**src/rtl/uart_frame_parser.sv**
```systemverilog
// uart_frame_parser
// Pops bytes from the UART RX FIFO, hunts for SYNC_BYTE, then parses
// frames of the form SYNC, LEN, LEN payload bytes, CHK, where
// CHK = LEN ^ payload[0] ^ ... ^ payload[LEN-1]. Payload bytes are
// streamed out, one status pulse is raised per frame, and saturating
// frame/error counters are kept.
//
// Optional feature, macro UART_PARSER_TIMEOUT_EN: abort a frame in
// progress after TIMEOUT_CYCLES cycles without a new byte (error code 3).
// Without the macro the parser waits for the next byte indefinitely.
//
// Handshakes:
//   FIFO side: o_fifo_rd_en pops one byte, which appears on i_fifo_data
//   in the following cycle. At most one pop is outstanding, and a pop is
//   never issued while i_fifo_empty is high.
//   Stream side: a byte transfers in a cycle where o_m_valid & i_m_ready;
//   o_m_data/o_m_last hold stable while o_m_valid & !i_m_ready.
module uart_frame_parser #(
   parameter logic [7:0]  SYNC_BYTE      = 8'hA5,
   parameter int unsigned MAX_LEN        = 16,
   parameter int unsigned TIMEOUT_CYCLES = 50000
) (
   input  logic        clk,
   input  logic        rst,
   input  logic        i_fifo_empty,
   input  logic [7:0]  i_fifo_data,
   output logic        o_fifo_rd_en,
   output logic [7:0]  o_m_data,
   output logic        o_m_valid,
   input  logic        i_m_ready,
   output logic        o_m_last,
   output logic        o_frame_ok,
   output logic        o_frame_err,
   output logic [1:0]  o_err_code,
   output logic [15:0] o_frame_cnt,
   output logic [15:0] o_err_cnt,
   output logic [1:0]  o_dbg_state
);

   typedef enum logic [1:0] {
      ST_HUNT    = 2'd0,
      ST_LEN     = 2'd1,
      ST_PAYLOAD = 2'd2,
      ST_CHK     = 2'd3
   } state_t;

   localparam logic [7:0] MAX_LEN_B = 8'(MAX_LEN);

   state_t     state;
   logic       rd_pending;
   logic [7:0] remaining;
   logic [7:0] chk;
   logic       out_room;
   logic       timeout_hit;

   // Room in the output register: empty, or its byte leaves this cycle.
   assign out_room = !o_m_valid || i_m_ready;

   // Every state consumes bytes; only PAYLOAD also needs output room.
   assign o_fifo_rd_en = !rst && !i_fifo_empty && !rd_pending && !timeout_hit &&
                         ((state != ST_PAYLOAD) || out_room);

   assign o_dbg_state = state;

`ifdef UART_PARSER_TIMEOUT_EN
   localparam int TW = $clog2(TIMEOUT_CYCLES + 1);
   logic [TW-1:0] idle_cnt;
   logic          stalled;

   // Downstream backpressure must never count as an idle line.
   assign stalled     = o_m_valid && !i_m_ready;
   assign timeout_hit = (state != ST_HUNT) && !rd_pending && !stalled &&
                        (idle_cnt == TW'(TIMEOUT_CYCLES - 1));

   // Idle counter: cleared by each captured byte and while hunting.
   always_ff @(posedge clk) begin
      if (rst || rd_pending || state == ST_HUNT) begin
         idle_cnt <= '0;
      end else if (!stalled) begin
         idle_cnt <= idle_cnt + TW'(1);
      end
   end
`else
   assign timeout_hit = 1'b0;
`endif

   // Frame FSM, read tracking, output register and status/counters.
   always_ff @(posedge clk) begin
      if (rst) begin
         state       <= ST_HUNT;
         rd_pending  <= 1'b0;
         remaining   <= 8'd0;
         chk         <= 8'd0;
         o_m_data    <= 8'd0;
         o_m_valid   <= 1'b0;
         o_m_last    <= 1'b0;
         o_frame_ok  <= 1'b0;
         o_frame_err <= 1'b0;
         o_err_code  <= 2'd0;
         o_frame_cnt <= 16'd0;
         o_err_cnt   <= 16'd0;
      end else begin
         o_frame_ok  <= 1'b0;
         o_frame_err <= 1'b0;
         rd_pending  <= o_fifo_rd_en;

         if (o_m_valid && i_m_ready) begin
            o_m_valid <= 1'b0;
            o_m_last  <= 1'b0;
         end

         if (timeout_hit) begin
            o_frame_err <= 1'b1;
            o_err_code  <= 2'd3;
            if (o_err_cnt != 16'hFFFF) o_err_cnt <= o_err_cnt + 16'd1;
            o_m_valid   <= 1'b0;
            o_m_last    <= 1'b0;
            state       <= ST_HUNT;
         end else if (rd_pending) begin
            case (state)
               ST_HUNT: begin
                  if (i_fifo_data == SYNC_BYTE) state <= ST_LEN;
               end
               ST_LEN: begin
                  if (i_fifo_data == 8'd0 || i_fifo_data > MAX_LEN_B) begin
                     o_frame_err <= 1'b1;
                     o_err_code  <= 2'd1;
                     if (o_err_cnt != 16'hFFFF) o_err_cnt <= o_err_cnt + 16'd1;
                     state       <= ST_HUNT;
                  end else begin
                     remaining <= i_fifo_data;
                     chk       <= i_fifo_data;
                     state     <= ST_PAYLOAD;
                  end
               end
               ST_PAYLOAD: begin
                  o_m_data  <= i_fifo_data;
                  o_m_valid <= 1'b1;
                  o_m_last  <= (remaining == 8'd1);
                  chk       <= chk ^ i_fifo_data;
                  // remaining stops at 1 when the frame's last byte arrives
                  if (remaining == 8'd1) state <= ST_CHK;
                  else remaining <= remaining - 8'd1;
               end
               ST_CHK: begin
                  if (i_fifo_data == chk) begin
                     o_frame_ok <= 1'b1;
                     if (o_frame_cnt != 16'hFFFF) o_frame_cnt <= o_frame_cnt + 16'd1;
                  end else begin
                     o_frame_err <= 1'b1;
                     o_err_code  <= 2'd2;
                     if (o_err_cnt != 16'hFFFF) o_err_cnt <= o_err_cnt + 16'd1;
                  end
                  state <= ST_HUNT;
               end
               default: state <= ST_HUNT;
            endcase
         end
      end
   end

endmodule

```
**config.mk**
```make
export PLATFORM = sky130hd
export DESIGN_NAME = uart_frame_parser
export DESIGN_NICKNAME = d
export VERILOG_FILES = /design/src/rtl/uart_frame_parser.sv
export SDC_FILE = /design/constraint.sdc
export NUM_CORES = 1
export LEC_CHECK = 0
export BUFFER_PORTS_ARGS = -buffer_cell sky130_fd_sc_hd__buf_2
export CAP_MARGIN = 10
export CORE_MARGIN = 8
export CORE_UTILIZATION = 44
export DETAILED_ROUTE_END_ITERATION = 6
export GPL_TIMING_DRIVEN = 1
export SLEW_MARGIN = 20
export SYNTH_ARGS = -nofsm -noshare
export SYNTH_HDL_FRONTEND = slang
export SYNTH_SLANG_ARGS = --single-unit
```
**constraint.sdc**
```tcl
create_clock -name clk -period 5.9 [get_ports clk]
set_input_delay 0.885 -clock clk [delete_from_list [all_inputs] [get_ports clk]]
set_output_delay 0.885 -clock clk [all_outputs]
set_load 0.005 [all_outputs]
```
==> out/qor.txt, run 1 <==
==================================================================================================
Area share of the largest cell type after synthesis                                          0.359
Slack of the worst reg-to-reg path                                                         3390 ps
Post-CTS setup repair buffer count                                                               0
Starting DRT DRC Count                                                                         168
Sw Ratio                                                                                     0.258
Seq cells post-synth                                                                            65
Ratio of cells with drive above 1 in the final layout                                        0.217
Result of the run                                                                     complete, no violations
Worst setup timing slack at the placement stage                                            2640 ps
Slew at the pin with the worst max-slew slack                                               841 ps
Most common library cell in the layout ignoring fill and taps                              dfxtp_1
Via count of the first global-routing pass                                                    3300
Number of buffers created by CTS                                                                 9
Port bufs                                                                                       60
H-Tree Depth                                                                                     3
Count of placed standard cells including taps                                                  577
Post-synthesis average cell area                                                         8.16 um^2
Gate Count Post-Synth                                                                          444
Min setup slack post-route                                                                 3020 ps
Hold Crit Class                                                                       flop to flop
Max_cap viols                                                                                    0
Leak                                                                                       1.45 nW
Most prevalent standard cell on the critical path                                           mux2_2
Filler Cells Inserted                                                                          847
Power density normalized to cell area                                                  223 mW/mm^2
Initial antenna violation count                                                                  0
Proportion of power drawn by flip-flops and latches                                          0.497
Total die area                                                                         0.0114 mm^2
TritonCTS clock tree                                                                           yes
Top-level port count                                                                            61
Max VDD drop                                                                              0.102 mV
Worst setup SP type                                                                      input pin
Final number of hold-violating endpoints                                                         0
Required time of the critical path                                                         6140 ps
Worst path arrival time                                                                    3110 ps
Core outline area                                                                     0.00809 mm^2
Placed wire-length estimate                                                                6340 um
Root buf cell                                                                             clkbuf_8
Ordered list of cells on the worst path                                               buf_2 -> nor4_1 -> mux2_2 -> and2_1 -> nor4b_1 -> mux2_2
Combined global-route utilization of all metal layers                                        0.164
Portion of total power attributed to the clock network                                       0.434
Via count                                                                                     3453
Post-synthesis async set-or-reset flop share                                                     0
CTS Hold Bufs                                                                                    0
# diodes                                                                                         0
CP Capture Type                                                                               flop
Portion of the post-synthesis area used by sequential elements                               0.359
Routed wire per std cell                                                                   15.5 um
Number of cells upsized or downsized after cts                                                   0
Non-filler instance count after layout                                                         593
Largest buffer count on any clock path                                                           2
Detailed route wirelength on metal3                                                         639 um
Later-pin clock latency in the skew report                                                  350 ps
Top flip-flop cell by instance count after synthesis                                       dfxtp_1
Dominant cell type by area after synthesis                                                 dfxtp_1
Largest cells by area after synthesis                                                 dfxtp_1 (36%), a21oi_1 (6.2%), nand2_1 (4.8%)
Unrepaired setup endpoints after global routing                                              false
Comb pwr share                                                                               0.069
Clock transition time at the flip-flop clock pins of the worst setup and hold paths          70 ps
Slowest cell delay on critical path                                                         480 ps
Uppermost signal routing layer after detailed routing                                         met4
Number of flops mapped to enable cells by yosys                                                  0
TritonCTS sink count                                                                            65
Worst Clk Skew                                                                             16.5 ps
Vertical extent of the die                                                                  107 um
Worst slew margin relative to its limit                                                      0.436
Slowest CP cell                                                                             mux2_2
Iteration count of the initial detailed-routing pass                                             5
Clock period minus final worst setup slack                                                 2880 ps
Metal1 wirelength                                                                          4320 um
ANT nets after route                                                                             0
Placer Congestion                                                                            0.803
Fin crit share                                                                               0.487
Total gr overflow                                                                                0
Num rows                                                                                        33
Internal Pwr Total                                                                      0.000673 W
Met2 WL post-DR                                                                            4120 um
Routed Wire Length                                                                         9190 um
Via count normalized by instance count                                                        5.82
Total of endpoints with negative setup slack in the final report                                 0
Net count after synthesis                                                                      460
Post-route DRC                                                                                   0
Max-slew violation total from the final report                                                   0
Total number of nets in the final design                                                       499
Most frequent cells in the layout                                                     dfxtp_1 (65), buf_2 (60), nand2_1 (46), a21oi_1 (45), nor2_1 (30)
Net switching component of the power                                                    0.000234 W
Number of synthesis warnings                                                                     0
Width of the chip                                                                           107 um
Highest attainable clock frequency                                                       0.348 GHz
Wire length of the first global-routing pass                                              15600 um
Total standard cell area after synthesis                                              0.00362 mm^2
Effective utilization at floorplan                                                           0.448
Largest net degree at the start of global routing                                               73
Sum Neg Setup Slack                                                                           0 ps
Kind of critical path                                                                 input pin to flop
Area growth from synthesis to layout                                                         12.3%
Highest fanout seen on the critical path                                                        24
Yosys cell types                                                                                55
==================================================================================================
## synthesized netlist by cell type, types with 2 or more instances
| cell type | number |
|---|---|
| dfxtp_1 | 65 |
| nand2_1 | 46 |
| a21oi_1 | 45 |
| nor2_1 | 30 |
| o31ai_1 | 21 |
| nor4_1 | 15 |
| or4_1 | 15 |
| nand3_1 | 14 |
| mux2_2 | 13 |
| nor2b_1 | 13 |
| clkbuf_1 | 12 |
| nand4_1 | 12 |
| o21ai_0 | 12 |
| inv_1 | 11 |
| buf_2 | 10 |
| nor3_1 | 10 |
| a31oi_1 | 9 |
| xnor2_1 | 8 |
| or3_1 | 7 |
| nand2b_1 | 6 |
| nand3b_1 | 6 |
| buf_6 | 5 |
| or2_2 | 5 |
| clkbuf_2 | 4 |
| ha_1 | 4 |
| o211ai_1 | 4 |
| o21a_1 | 4 |
| o311ai_0 | 4 |
| a22oi_1 | 2 |
| and2_1 | 2 |
| nor3_2 | 2 |
| nor4b_1 | 2 |
| o211a_1 | 2 |
| o41ai_1 | 2 |
| or4_4 | 2 |
## cells by family (layout without fill, tap and decap cells)
family | count (synthesis) | after routing | share of synthesized area
fa+ha+maj | 4 | 4 | 0.0138
buf+inv | 47 | 91 | 0.0725
flops | 65 | 65 | 0.359
compound gates | 112 | 112 | 0.199
simple gates | 195 | 195 | 0.296
xor+xnor | 8 | 8 | 0.0193
mux | 13 | 13 | 0.0404
## state kept, by name (all words and copies together), names as in the netlist, named ones only
register	count
chk	8
o_dbg_state	1
o_err_cnt	16
o_err_code	2
o_frame_cnt	16
o_frame_err	1
o_frame_ok	1
o_m_data	8
o_m_last	1
o_m_valid	1
rd_pending	1
remaining	8
## power by group through the flow
stage	registers, W	clock network, W	logic (W)
after floorplan	0.000459	0	0.0000520
after global placement	0.000461	0	0.0000618
after detailed placement	0.000461	0	0.0000619
after CTS	0.000451	0.000404	0.0000624
after global routing	0.000452	0.000423	0.0000694
final	0.000451	0.000394	0.0000622
## layer usage
| metal | vias up | global-route usage |
|---|---|---|
| li1 | 1711 | - |
| met5 | - | 0 |
| met3 | 14 | 0.0348 |
| met1 | 1616 | 0.211 |
| met4 | 0 | 0.0633 |
| met2 | 112 | 0.262 |
## final timing paths
path                              from                         to  cells after the start
max                     i_fifo_data[0]  o_err_cnt[6]$_SDFFE_PP0P_                      6
min           o_m_data[7]$_SDFFE_PP0P_   o_m_data[7]$_SDFFE_PP0P_                      2
max reg2reg  o_err_cnt[0]$_SDFFE_PP0P_  o_err_cnt[6]$_SDFFE_PP0P_                      6
min reg2reg   o_m_data[7]$_SDFFE_PP0P_   o_m_data[7]$_SDFFE_PP0P_                      2
## per-stage QoR
stage	total power (W)	util	hold slack (ps)	instance area, um^2
after floorplan	0.000511	-	453	3620
after global placement	0.000523	0.478	441	3870
after detailed placement	0.000523	0.478	448	3870
after CTS	0.000917	0.503	457	4070
after global routing	0.000945	0.503	474	4070
final	0.000907	0.503	453	4070
## final cells by class
| class | count | area, um^2 | area share |
|---|---|---|---|
| timing repair buffer | 63 | 323 | 0.0793 |
| multi-input combinational | 332 | 2070 | 0.508 |
| inverter | 12 | 45.0 | 0.0111 |
| clock buffer | 10 | 138 | 0.0338 |
| tap | 105 | 131 | 0.0323 |
| clock inverter | 6 | 66.3 | 0.0163 |
| sequential | 65 | 1300 | 0.320 |
## critical path: cells and delay by family
kind	cells	cell delay, ps
simple gates	3	1220
mux	2	850
buf+inv	1	150
No activity file was read; power rests on OpenSTA's default activity.
==> run 2: changes to the inputs <==
- clock period: 5.9 -> 3 ns (I/O delays scaled with it)
==> out/qor.txt, run 2 (synthesis results as in run 1) <==
==================================================================================================
Result of the run                                                                     complete, no violations
CTS Hold Bufs                                                                                    0
Total gr overflow                                                                                0
R2R Path Start                                                                        remaining[2]$_SDFFE_PP0P_
Reg-to-reg critical path endpoint                                                     remaining[6]$_SDFFE_PP0P_
H-Tree Depth                                                                                     3
Power density normalized to cell area                                                  430 mW/mm^2
Core outline area                                                                     0.00809 mm^2
Placer Congestion                                                                            0.806
Largest registers                                                                     o_err_cnt x16, o_frame_cnt x16
Multi-input logic area                                                                0.00207 mm^2
Highest attainable clock frequency                                                       0.423 GHz
Kind of critical path                                                                 flop to flop
Max_cap viols                                                                                    0
Ratio of cells with drive above 1 in the final layout                                        0.226
Largest net degree at the start of global routing                                               29
Worst slew margin relative to its limit                                                      0.467
Largest buffer count on any clock path                                                           2
Number of cells upsized or downsized after cts                                                   0
Clock period minus final worst setup slack                                                 2370 ps
Total power consumption of the routed design                                             0.00177 W
Filler Cells Inserted                                                                          844
Required time of the critical path                                                         3210 ps
Root buf cell                                                                             clkbuf_8
Port bufs                                                                                       60
Wire length of the first global-routing pass                                              16400 um
Unrepaired setup endpoints after global routing                                              false
Post-CTS setup repair buffer count                                                               0
TritonCTS sink count                                                                            65
Total number of nets in the final design                                                       507
Via count normalized by instance count                                                        5.66
Worst setup SP type                                                                           flop
Num rows                                                                                        33
Highest fanout seen on the critical path                                                        10
Routed Wire Length                                                                         9320 um
Sum Neg Setup Slack                                                                           0 ps
Initial antenna violation count                                                                  0
Final number of hold-violating endpoints                                                         0
Area growth from synthesis to layout                                                         13.8%
Clock transition time at the flip-flop clock pins of the worst setup and hold paths          70 ps
Total of endpoints with negative setup slack in the final report                                 0
Post-route DRC                                                                                   0
Combined global-route utilization of all metal layers                                        0.171
Max VDD drop                                                                              0.367 mV
Placed wire-length estimate                                                                6600 um
Slew at the pin with the worst max-slew slack                                               799 ps
TritonCTS clock tree                                                                           yes
Number of buffers created by CTS                                                                 9
Endpoint, Worst Hold                                                                  rd_pending$_SDFF_PP0_
Footprint of the flip-flops and latches                                               0.00130 mm^2
Later-pin clock latency in the skew report                                                  350 ps
Top-level port count                                                                            61
# diodes                                                                                         0
Max-slew violation total from the final report                                                   0
ANT nets after route                                                                             0
Worst Hold Path Cells                                                                            3
Worst path arrival time                                                                    2580 ps
Leak                                                                                       1.50 nW
Worst hold start                                                                      i_fifo_empty
Worst Reg2Reg Path Length in Cells                                                               5
Via count of the first global-routing pass                                                    3321
Starting DRT DRC Count                                                                         167
Worst Clk Skew                                                                             10.3 ps
Effective utilization at floorplan                                                           0.448
Iteration count of the initial detailed-routing pass                                             4
CP Capture Type                                                                               flop
Hold Crit Class                                                                       input pin to flop
Most common library cell in the layout ignoring fill and taps                              dfxtp_1
Most frequent cells in the layout                                                     dfxtp_1 (65), buf_2 (60), nand2_1 (46), a21oi_1 (45), nor2_1 (30)
Fin crit share                                                                               0.789
Total die area                                                                         0.0114 mm^2
Vertical extent of the die                                                                  107 um
Width of the chip                                                                           107 um
Slack of the worst reg-to-reg path                                                          630 ps
Routed wire per std cell                                                                   15.5 um
Via count                                                                                     3399
Hold Worst Slack                                                                            359 ps
==================================================================================================
## run 2: cell types whose count changed in the layout (fill, tap and decap cells not counted)
cell / previous run / this run
clkinvlp_4: 3 / 0
clkbuf_1: 0 / 2
buf_4: 3 / 11
inv_6: 1 / 0
clkinv_4: 0 / 2
## run 2: worst max-delay path by stage
stage | startpoint | to
floorplan | i_fifo_data[0] | o_err_cnt[6]$_SDFFE_PP0P_
global placement | i_fifo_data[0] | o_err_cnt[6]$_SDFFE_PP0P_
detailed placement | i_fifo_data[0] | o_err_cnt[3]$_SDFFE_PP0P_
CTS | remaining[2]$_SDFFE_PP0P_ | remaining[6]$_SDFFE_PP0P_
global route | i_fifo_data[0] | o_err_cnt[7]$_SDFFE_PP0P_
finish | remaining[2]$_SDFFE_PP0P_ | remaining[6]$_SDFFE_PP0P_
## run 2: metal layers
layer,wire length [um],up-vias,global-route usage,share of wire
met1,4410,1595,0.221,0.47
met2,4260,64,0.269,0.46
met3,568,8,0.0486,0.061
met4,80,0,0.0533,0.0086
met5,0,-,0,0
li1,-,1732,-,-
## run 2: critical path, stage by stage (launching register included)
cell,delay [ps]
dfxtp_1,380
or4_4,580
or4b_1,670
a22oi_4,300
or2b_2,220
o31ai_1,80
## run 2: layout make-up
cell class                 count  share of cell area
sequential                    65               0.316
tap                          105              0.0319
clock buffer                  12              0.0352
timing repair buffer          71              0.0928
multi-input combinational    332               0.501
inverter                      12              0.0109
clock inverter                 4              0.0127
## run 2: through the flow
stage	worst slack, ps	instances	instance area, um^2	utilization
2_1_floorplan	454	444	3620	-
3_3_place_gp	376	585	3930	0.485
3_5_place_dp	322	585	3930	0.485
4_1_cts	642	601	4120	0.510
5_1_grt	489	601	4120	0.510
6_report	633	601	4120	0.510
## run 2: where the power goes
group / leakage [nW] / internal (W) / switching, W
clock network: 0.101 / 0.000409 / 0.000352
registers: 0.525 / 0.000873 / 0.0000144
logic: 0.876 / 0.0000452 / 0.0000795
